===== src/rtl/hazard_unit_seq.sv =====
// Sequential hazard unit: load-use / branch-operand stalls with configurable
// load latency, taken-branch IF/ID flush, debug halt and a saturating
// stall-cycle statistics counter.
module hazard_unit_seq #(
  parameter int NB_REG       = 5,
  parameter int LOAD_LAT     = 1,
  parameter int NB_CNT       = 16,
  parameter int BRANCH_IN_ID = 1
) (
  input  logic              i_clk,
  input  logic              i_reset,
  input  logic              i_valid_id,
  input  logic [NB_REG-1:0] i_rs,
  input  logic [NB_REG-1:0] i_rt,
  input  logic              i_uses_rt,
  input  logic              i_id_is_branch,
  input  logic [NB_REG-1:0] i_id_ex_wr_reg,
  input  logic              i_id_ex_reg_write,
  input  logic              i_id_ex_mem_read,
  input  logic [NB_REG-1:0] i_ex_mem_wr_reg,
  input  logic              i_ex_mem_mem_read,
  input  logic              i_branch_taken,
  input  logic              i_halt,
  output logic              o_pc_write,
  output logic              o_if_id_write,
  output logic              o_bubble,
  output logic              o_if_id_flush,
  output logic [NB_CNT-1:0] o_stall_count,
  output logic              o_busy
);

  typedef enum logic [1:0] {RUN, STALL, HALT} state_t;

  // Longest stall is LOAD_LAT+1 = 8; the remaining count after the first
  // stall cycle therefore fits in 3 bits.
  localparam logic [3:0] LL = 4'(LOAD_LAT);

  state_t     state, state_nxt;
  state_t     saved, saved_nxt;
  logic [2:0] rem, rem_nxt;
  logic [3:0] n_req;
  logic       ex_hit, mem_hit, br, count_en;

  // Source/destination match; register 0 and an empty ID slot never hazard.
  always_comb begin
    ex_hit  = i_valid_id && (i_id_ex_wr_reg != '0) &&
              ((i_rs == i_id_ex_wr_reg) || (i_uses_rt && (i_rt == i_id_ex_wr_reg)));
    mem_hit = i_valid_id && (i_ex_mem_wr_reg != '0) &&
              ((i_rs == i_ex_mem_wr_reg) || (i_uses_rt && (i_rt == i_ex_mem_wr_reg)));
    br      = i_id_is_branch && (BRANCH_IN_ID != 0);
  end

  // Required stall length: maximum over all hazard conditions that apply.
  always_comb begin
    n_req = 4'd0;
    if (!br && ex_hit && i_id_ex_mem_read) n_req = LL;
    if (br) begin
      if (ex_hit && i_id_ex_reg_write && !i_id_ex_mem_read && n_req < 4'd1) n_req = 4'd1;
      if (mem_hit && i_ex_mem_mem_read && n_req < LL) n_req = LL;
      if (ex_hit && i_id_ex_mem_read && n_req < LL + 4'd1) n_req = LL + 4'd1;
    end
  end

  // Next-state and output decode; reset forces the safe output pattern.
  always_comb begin
    state_nxt     = state;
    saved_nxt     = saved;
    rem_nxt       = rem;
    count_en      = 1'b0;
    o_pc_write    = 1'b0;
    o_if_id_write = 1'b0;
    o_bubble      = 1'b1;
    o_if_id_flush = 1'b0;
    o_busy        = 1'b0;
    case (state)
      RUN: begin
        if (i_halt) begin
          state_nxt = HALT;
          saved_nxt = RUN;
        end else if (n_req != 4'd0) begin
          count_en = 1'b1;
          if (n_req > 4'd1) begin
            state_nxt = STALL;
            rem_nxt   = 3'(n_req - 4'd1);
          end
        end else begin
          o_pc_write    = 1'b1;
          o_if_id_write = 1'b1;
          o_bubble      = 1'b0;
          o_if_id_flush = i_branch_taken && i_valid_id;
        end
      end
      STALL: begin
        o_busy = 1'b1;
        if (i_halt) begin
          state_nxt = HALT;
          saved_nxt = STALL;
        end else begin
          count_en = 1'b1;
          rem_nxt  = rem - 3'd1;
          if (rem == 3'd1) state_nxt = RUN;
        end
      end
      HALT: begin
        o_busy = 1'b1;
        if (!i_halt) state_nxt = saved;
      end
      default: state_nxt = RUN;
    endcase
    if (i_reset) begin
      o_pc_write    = 1'b0;
      o_if_id_write = 1'b0;
      o_bubble      = 1'b1;
      o_if_id_flush = 1'b0;
      o_busy        = 1'b0;
    end
  end

  // State, saved pre-halt state and remaining-stall registers.
  always_ff @(posedge i_clk or posedge i_reset) begin
    if (i_reset) begin
      state <= RUN;
      saved <= RUN;
      rem   <= 3'd0;
    end else begin
      state <= state_nxt;
      saved <= saved_nxt;
      rem   <= rem_nxt;
    end
  end

  // Saturating count of hazard stall cycles (halt cycles excluded).
  always_ff @(posedge i_clk or posedge i_reset) begin
    if (i_reset)                              o_stall_count <= '0;
    else if (count_en && o_stall_count != '1) o_stall_count <= o_stall_count + 1'b1;
  end

endmodule


===== config.mk =====
export PLATFORM = sky130hd
export DESIGN_NAME = hazard_unit_seq
export DESIGN_NICKNAME = d
export VERILOG_FILES = /design/src/rtl/hazard_unit_seq.sv
export SDC_FILE = /design/constraint.sdc
export NUM_CORES = 1
export LEC_CHECK = 0
export ABC_AREA = 1
export CAP_MARGIN = 25
export CORE_UTILIZATION = 40
export CTS_CLUSTER_DIAMETER = 30
export CTS_CLUSTER_SIZE = 8
export DETAILED_ROUTE_END_ITERATION = 16
export GPL_TIMING_DRIVEN = 0
export PLACE_DENSITY = 0.7
export SYNTH_ARGS = -nofsm -noshare
export SYNTH_HDL_FRONTEND = slang
export SYNTH_SLANG_ARGS = --single-unit

===== constraint.sdc =====
create_clock -name i_clk -period 2.9 [get_ports i_clk]
set_input_delay 0.725 -clock i_clk [delete_from_list [all_inputs] [get_ports i_clk]]
set_output_delay 0.725 -clock i_clk [all_outputs]
set_load 0.01 [all_outputs]

== Word level (Yosys, flattened, before mapping) ==
Index checks and enable logic that the tools add are counted.

* Register bits: 23
* Input bits: 30
* Output and inout bits: 21
* Word-level logic and storage cells: 98

* $add $sub $neg: 3
* Magnitude comparators: 4
* Equality and inequality tests: 18
* Multiplexer cells: 39
* Reduce and logical (&&, ||, !) cells: 30

{| class="wikitable"
|+ Operators by type and width
! cell !! count
|-
| $mux 4 || 6
|-
| $eq 5x5->1 || 4
|-
| $logic_and 1x1->1 || 17
|-
| $mux 1 || 17
|-
| $add 16x1->16 const B || 1
|-
| $mux 2 || 8
|-
| $ne 16x16->1 const B || 1
|-
| $ne 2x2->1 const B || 7
|-
| $mux 3 || 4
|-
| $reduce_bool 5->1 || 2
|-
| $ne 3x3->1 const B || 3
|-
| $lt 4x1->1 const B || 2
|-
| $pmux 2 s3 || 1
|-
| $pmux 3 s2 || 1
|-
| $sub 3x1->3 const B || 2
|-
| $reduce_and 5->1 || 1
|-
| $gt 4x1->1 const B || 1
|-
| $lt 4x2->1 const B || 1
|-
| $pmux 2 s2 || 1
|-
| $reduce_and 4->1 || 1
|-
| $reduce_bool 4->1 || 1
|-
| $eq 3x1->1 const B || 1
|-
| $reduce_and 3->1 || 1
|-
| $eq 2x1->1 const B || 1
|-
| 7 further kinds || 9
|}

== Logic depth before layout (Yosys ltp) ==
* Word-level depth: 24
* Gate-level depth with buffers: 20
* Mapped depth without buffers: 20

== Worst setup path before layout ==
Ideal clock, no wire load.

* Path type: input to output
* Start: input port i_rt[0]
* End: output port o_if_id_flush
* Arrival: 2.126 ns
* Data required time: 2.175 ns
* Path slack: 0.049 ns
* Stages on the path: 16
* Path buffers: 0
* Cell sequence: inv_1 -> nand2_1 -> nand2_1 -> nor2_1 -> nand3_1 -> nand2_2 -> nand3_1 -> nand2_1 -> nand2_1 -> nand2_1 -> nand2_1 -> ha_1 -> nand2_1 -> nor2_1 -> inv_1 -> nor2_1

* Cells in the longest elaborated chain, start to end: 24
* Elaborated cells between the ends (all ways): 32
* Classes of those cells: order compare (3); eq/ne (2); mux (11); reduce/logical (16)

{| class="wikitable"
|+ Ends and longest elaborated chain
! what !! line !! source
|-
| from (decl) || 14 || <nowiki>input logic [NB_REG-1:0] i_rt,</nowiki>
|-
| $eq 5x5->1 || 47 || <nowiki>((i_rs == i_id_ex_wr_reg) || (i_uses_rt && (i_rt == i_id_ex_wr_reg)));</nowiki>
|-
| $logic_and 1x1->1 || 47 ||
|-
| $logic_or 1x1->1 || 47 ||
|-
| $logic_and 1x1->1 || 46 || <nowiki>ex_hit = i_valid_id && (i_id_ex_wr_reg != '0) &&</nowiki>
|-
| $logic_and 1x1->1 (2 in series) || 56 || <nowiki>if (!br && ex_hit && i_id_ex_mem_read) n_req = LL;</nowiki>
|-
| $mux 1 || 56 ||
|-
| $lt 4x1->1 || 58 || <nowiki>if (ex_hit && i_id_ex_reg_write && !i_id_ex_mem_read && n_req < 4'd1) n_req = 4'd1;</nowiki>
|-
| $logic_and 1x1->1 || 58 ||
|-
| (+7 left out) || -- ||
|-
| $logic_and 1x1->1 || 60 || <nowiki>if (ex_hit && i_id_ex_mem_read && n_req < LL + 4'd1) n_req = LL + 4'd1;</nowiki>
|-
| $mux 4 || 60 ||
|-
| $mux 4 * || 57 || <nowiki>if (br) begin</nowiki>
|-
| $reduce_bool 4->1 * || 80 || <nowiki>end else if (n_req != 4'd0) begin</nowiki>
|-
| $mux 1 * || 80 ||
|-
| $mux 1 * || 77 || <nowiki>if (i_halt) begin</nowiki>
|-
| $mux 1 * || 75 || <nowiki>case (state)</nowiki>
|-
| $mux 1 * || 110 || <nowiki>if (i_reset) begin</nowiki>
|-
| to (decl) || 27 || <nowiki>output logic o_if_id_flush,</nowiki>
|}

Mark *: on every way between the ends. The rest lies on a longest branch, timed or not. The select of a mux whose other input is x is not followed.

== Final worst setup path ==
* Start: input port i_id_ex_wr_reg[2]
* End: output port o_if_id_flush

* Cells in the longest elaborated chain, start to end: 24
* Elaborated cells between the ends (all ways): 30
* Classes of those cells: order compare (3); eq/ne (2); mux (11); reduce/logical (14)

{| class="wikitable"
|+ Ends and longest elaborated chain
! what !! line !! source
|-
| from (decl) || 17 || <nowiki>input logic [NB_REG-1:0] i_id_ex_wr_reg,</nowiki>
|-
| $eq 5x5->1 || 47 ||
|-
| $logic_and 1x1->1 || 47 ||
|-
| $logic_or 1x1->1 || 47 ||
|-
| $logic_and 1x1->1 * || 46 ||
|-
| $logic_and 1x1->1 (2 in series) || 56 ||
|-
| $mux 1 || 56 ||
|-
| $lt 4x1->1 || 58 ||
|-
| $logic_and 1x1->1 || 58 ||
|-
| (+7 left out) || -- ||
|-
| $logic_and 1x1->1 || 60 ||
|-
| $mux 4 || 60 ||
|-
| $mux 4 * || 57 ||
|-
| $reduce_bool 4->1 * || 80 ||
|-
| $mux 1 * || 80 ||
|-
| $mux 1 * || 77 ||
|-
| $mux 1 * || 75 ||
|-
| $mux 1 * || 110 ||
|}

Marked as above.

==> impl_metrics.env <==
export IMPL_status="complete, no violations"
export IMPL_period_needed_ns=2.84
export IMPL_drtIter0Drc=71
export IMPL_fmax_ghz=0.352
export IMPL_drive_gt1_frac=0.319
export IMPL_syn_num_nets=282
export IMPL_power_leakage_nw=1.30
export IMPL_maxSlewViolCount=0
export IMPL_drc=0
export IMPL_cts_tree="built"
export IMPL_synth_edff_count=0
export IMPL_multi_input_area_um2=1090
export IMPL_power_mw=1.22
export IMPL_cp_required_ns=2.17
export IMPL_synth_area_leaders="dfrtp_1 (33%), nand2_1 (15%), inv_1 (8.0%)"
export IMPL_syn_avg_cell_area_um2=6.96
export IMPL_ys_types=25
export IMPL_finalSetupViolCount=0
export IMPL_ys_async_sr_fraction=1.00
export IMPL_cts_buffer_depth=2
export IMPL_first_pass_iters=4
export IMPL_skew_ns=0.00254
export IMPL_place_congestion=0.873
export IMPL_rows=23
export IMPL_vias=1700
export IMPL_pin_count=51
export IMPL_crit_path_start_kind="primary input"
export IMPL_worstSkewPairLatency_ns=0.25
export IMPL_globalRouteTotalUtil=0.178
export IMPL_grt_max_degree=23
export IMPL_place_ws_ns=-0.951
export IMPL_cp_arrival_ns=2.11
export IMPL_path_class="primary input to output port"
export IMPL_netlist_area_um2=1690
export IMPL_port_buffers=50
export IMPL_relSlewSlack=0.446
export IMPL_cap_violations=0
export IMPL_hold_viol=0
export IMPL_synth_top_area_cell="dfrtp_1"
export IMPL_initial_utilization=0.420
export IMPL_synth_flop_cell="dfrtp_1"
export IMPL_wl_per_cell_um=10.7
export IMPL_dieArea_um2=4490
export IMPL_areaGrowthSynthToFinish_pct=46.8
export IMPL_cp_end_kind="output port"
export IMPL_ant_nets=0
export IMPL_grt_setup_unrepaired="true"
export IMPL_worst_hold_path_type="register to register"
export IMPL_p_per_area_nw_per_um2=492
export IMPL_worst_pin_slew_ns=0.830
export IMPL_vdd_drop_max_v=0.000262
export IMPL_gr_total_overflow=0
export IMPL_die_height_um=67.0
export IMPL_post_route_period_util=0.979
export IMPL_cts_hold_buf=0
export IMPL_clkSinkCount=22
export IMPL_grt_antenna_before_repair=0
export IMPL_wirelength_um=3810
export IMPL_grt_pass1_vias=1513
export IMPL_synthCells=243
export IMPL_nets=348
export IMPL_ys_ff_latch=22
export IMPL_ys_seq_area_frac=0.326
export IMPL_yosysMostFrequentCell="nand2_1"
export IMPL_cts_buffers=3
export IMPL_ys_warn_count=0
export IMPL_cts_clk_slew_worst_paths_ns=0.08
export IMPL_core_area_um2=4030
export IMPL_htreeDepth=1
export IMPL_grt_pass1_wl_um=6270
export IMPL_fillerInstances=374
export IMPL_fin_ws_ns=0.0618
export IMPL_synth_top_area_share=0.326
export IMPL_seq_area_um2=551
export IMPL_diodes=0
export IMPL_cts_root_buf="clkbuf_8"
export IMPL_dp_hpwl_um=2890
export IMPL_die_x_um=67.0
export IMPL_synth_top_cells_by_count="nand2_1 (69), inv_1 (36), nor2_1 (29)"
export IMPL_cp_max_fo=3
export IMPL_viasPerCell=4.76
==> per-layer routing <==
layer	GRT usage	wire [µm]	vias up	share of wire
li1	-	-	884	-
met1	0.234	1710	769	0.45
met2	0.303	1910	43	0.50
met3	0.0223	157	4	0.041
met4	0.0452	34	0	0.0089
met5	0	0	-	0
==> state kept, by name, summed over array words and instances (netlist names) <==
name	flops
state	2
o_stall_count	16
saved	1
rem	3
==> through the flow <==
stage          hold slack [ns]  cells  TNS [ns]  area, µm²  utilization
6_report                 0.498    357         0       2480        0.616
5_1_grt                  0.506    357    -0.136       2480        0.616
4_1_cts                  0.495    358   -0.0872       2360        0.585
3_5_place_dp             0.480    343     -6.74       2250        0.559
3_3_place_gp             0.471    343     -6.06       2250        0.559
2_1_floorplan            0.453    243         0       1690            -
==> power breakdown <==
part           internal (mW)  switching, mW
clock                 0.0924         0.0925
combinational          0.296          0.308
sequential             0.367         0.0652
==> final cells by class <==
class / count / area share
Buffer: 1 / 0.00454
Clock buffer: 3 / 0.0166
Inverter: 43 / 0.0701
Multi-Input combinational cell: 177 / 0.439
Sequential cell: 22 / 0.222
Tap cell: 50 / 0.0252
Timing Repair Buffer: 61 / 0.222
==> placed cells by master, fill, tap and decap left out, types with 2 or more instances in the layout <==
| cell | Yosys | final |
|---|---|---|
| clkbuf_2 | 0 | 2 |
| buf_2 | 0 | 8 |
| o21ai_0 | 10 | 3 |
| clkdlybuf4s50_1 | 0 | 22 |
| nor3_1 | 2 | 2 |
| xnor2_1 | 9 | 8 |
| nand3_2 | 2 | 4 |
| xor2_1 | 10 | 10 |
| nand4_1 | 2 | 2 |
| inv_2 | 7 | 15 |
| nor2_1 | 29 | 24 |
| dlygate4sd2_1 | 0 | 2 |
| ha_1 | 9 | 8 |
| nand2_2 | 3 | 17 |
| dfrtp_1 | 22 | 22 |
| inv_1 | 36 | 23 |
| buf_6 | 0 | 16 |
| o21ai_1 | 0 | 6 |
| nor2_2 | 0 | 3 |
| buf_4 | 1 | 11 |
| clkbuf_8 | 0 | 3 |
| nand2_1 | 69 | 53 |
| a21oi_1 | 4 | 4 |
| nand2_4 | 1 | 3 |
| nor2_4 | 1 | 3 |
| nand3_1 | 19 | 16 |
| inv_4 | 0 | 5 |
==> cells by family (layout without fill, tap and decap cells) <==
logic type      after synthesis  count (layout)  share of synthesized area
compound gates               18              18                     0.0607
xor+xnor                     19              19                     0.0984
fa+ha+maj                     9               9                     0.0666
buf+inv                      44             108                     0.0999
flops                        22              22                      0.326
simple gates                131             131                      0.349
==> worst paths after layout <==
kind / startpoint / end / slack (ns) / depth (start not counted)
max: i_id_ex_wr_reg[2] / o_if_id_flush / 0.06 / 18
min: o_stall_count[11]$_DFFE_PP0P_ / o_stall_count[11]$_DFFE_PP0P_ / 0.50 / 1
max reg2reg: state[0]$_DFFE_PP0P_ / state[1]$_DFFE_PP0P_ / 0.53 / 16
min reg2reg: o_stall_count[11]$_DFFE_PP0P_ / o_stall_count[11]$_DFFE_PP0P_ / 0.50 / 1
max in group asynchronous: i_reset / o_stall_count[4]$_DFFE_PP0P_ / 1.33 / 2
min in group asynchronous: i_reset / rem[2]$_DFFE_PP0P_ / 1.06 / 2
==> worst max-delay path, stage by stage <==
cell	delay, ns
buf_6	0.10
inv_4	0.05
nand2_2	0.04
nand2_2	0.06
nor2_1	0.04
nand3_1	0.11
nand2_4	0.08
nand3_2	0.07
nand2_2	0.05
nand2_1	0.05
nand2_1	0.06
nand2_2	0.09
ha_4	0.15
nand2_4	0.05
nor2_4	0.12
inv_2	0.05
nor2_2	0.08
buf_2	0.12
==> timing repair <==
| action | in CTS | in global routing |
|---|---|---|
| resized for setup | 117 | 65 |
| pin swaps | 20 | 29 |
| endpoints found under the setup margin | 10 | 12 |
| setup buffers | 12 | 1 |
| hold endpoints to repair | 0 | 0 |
Power figures use the tool's default switching activity.
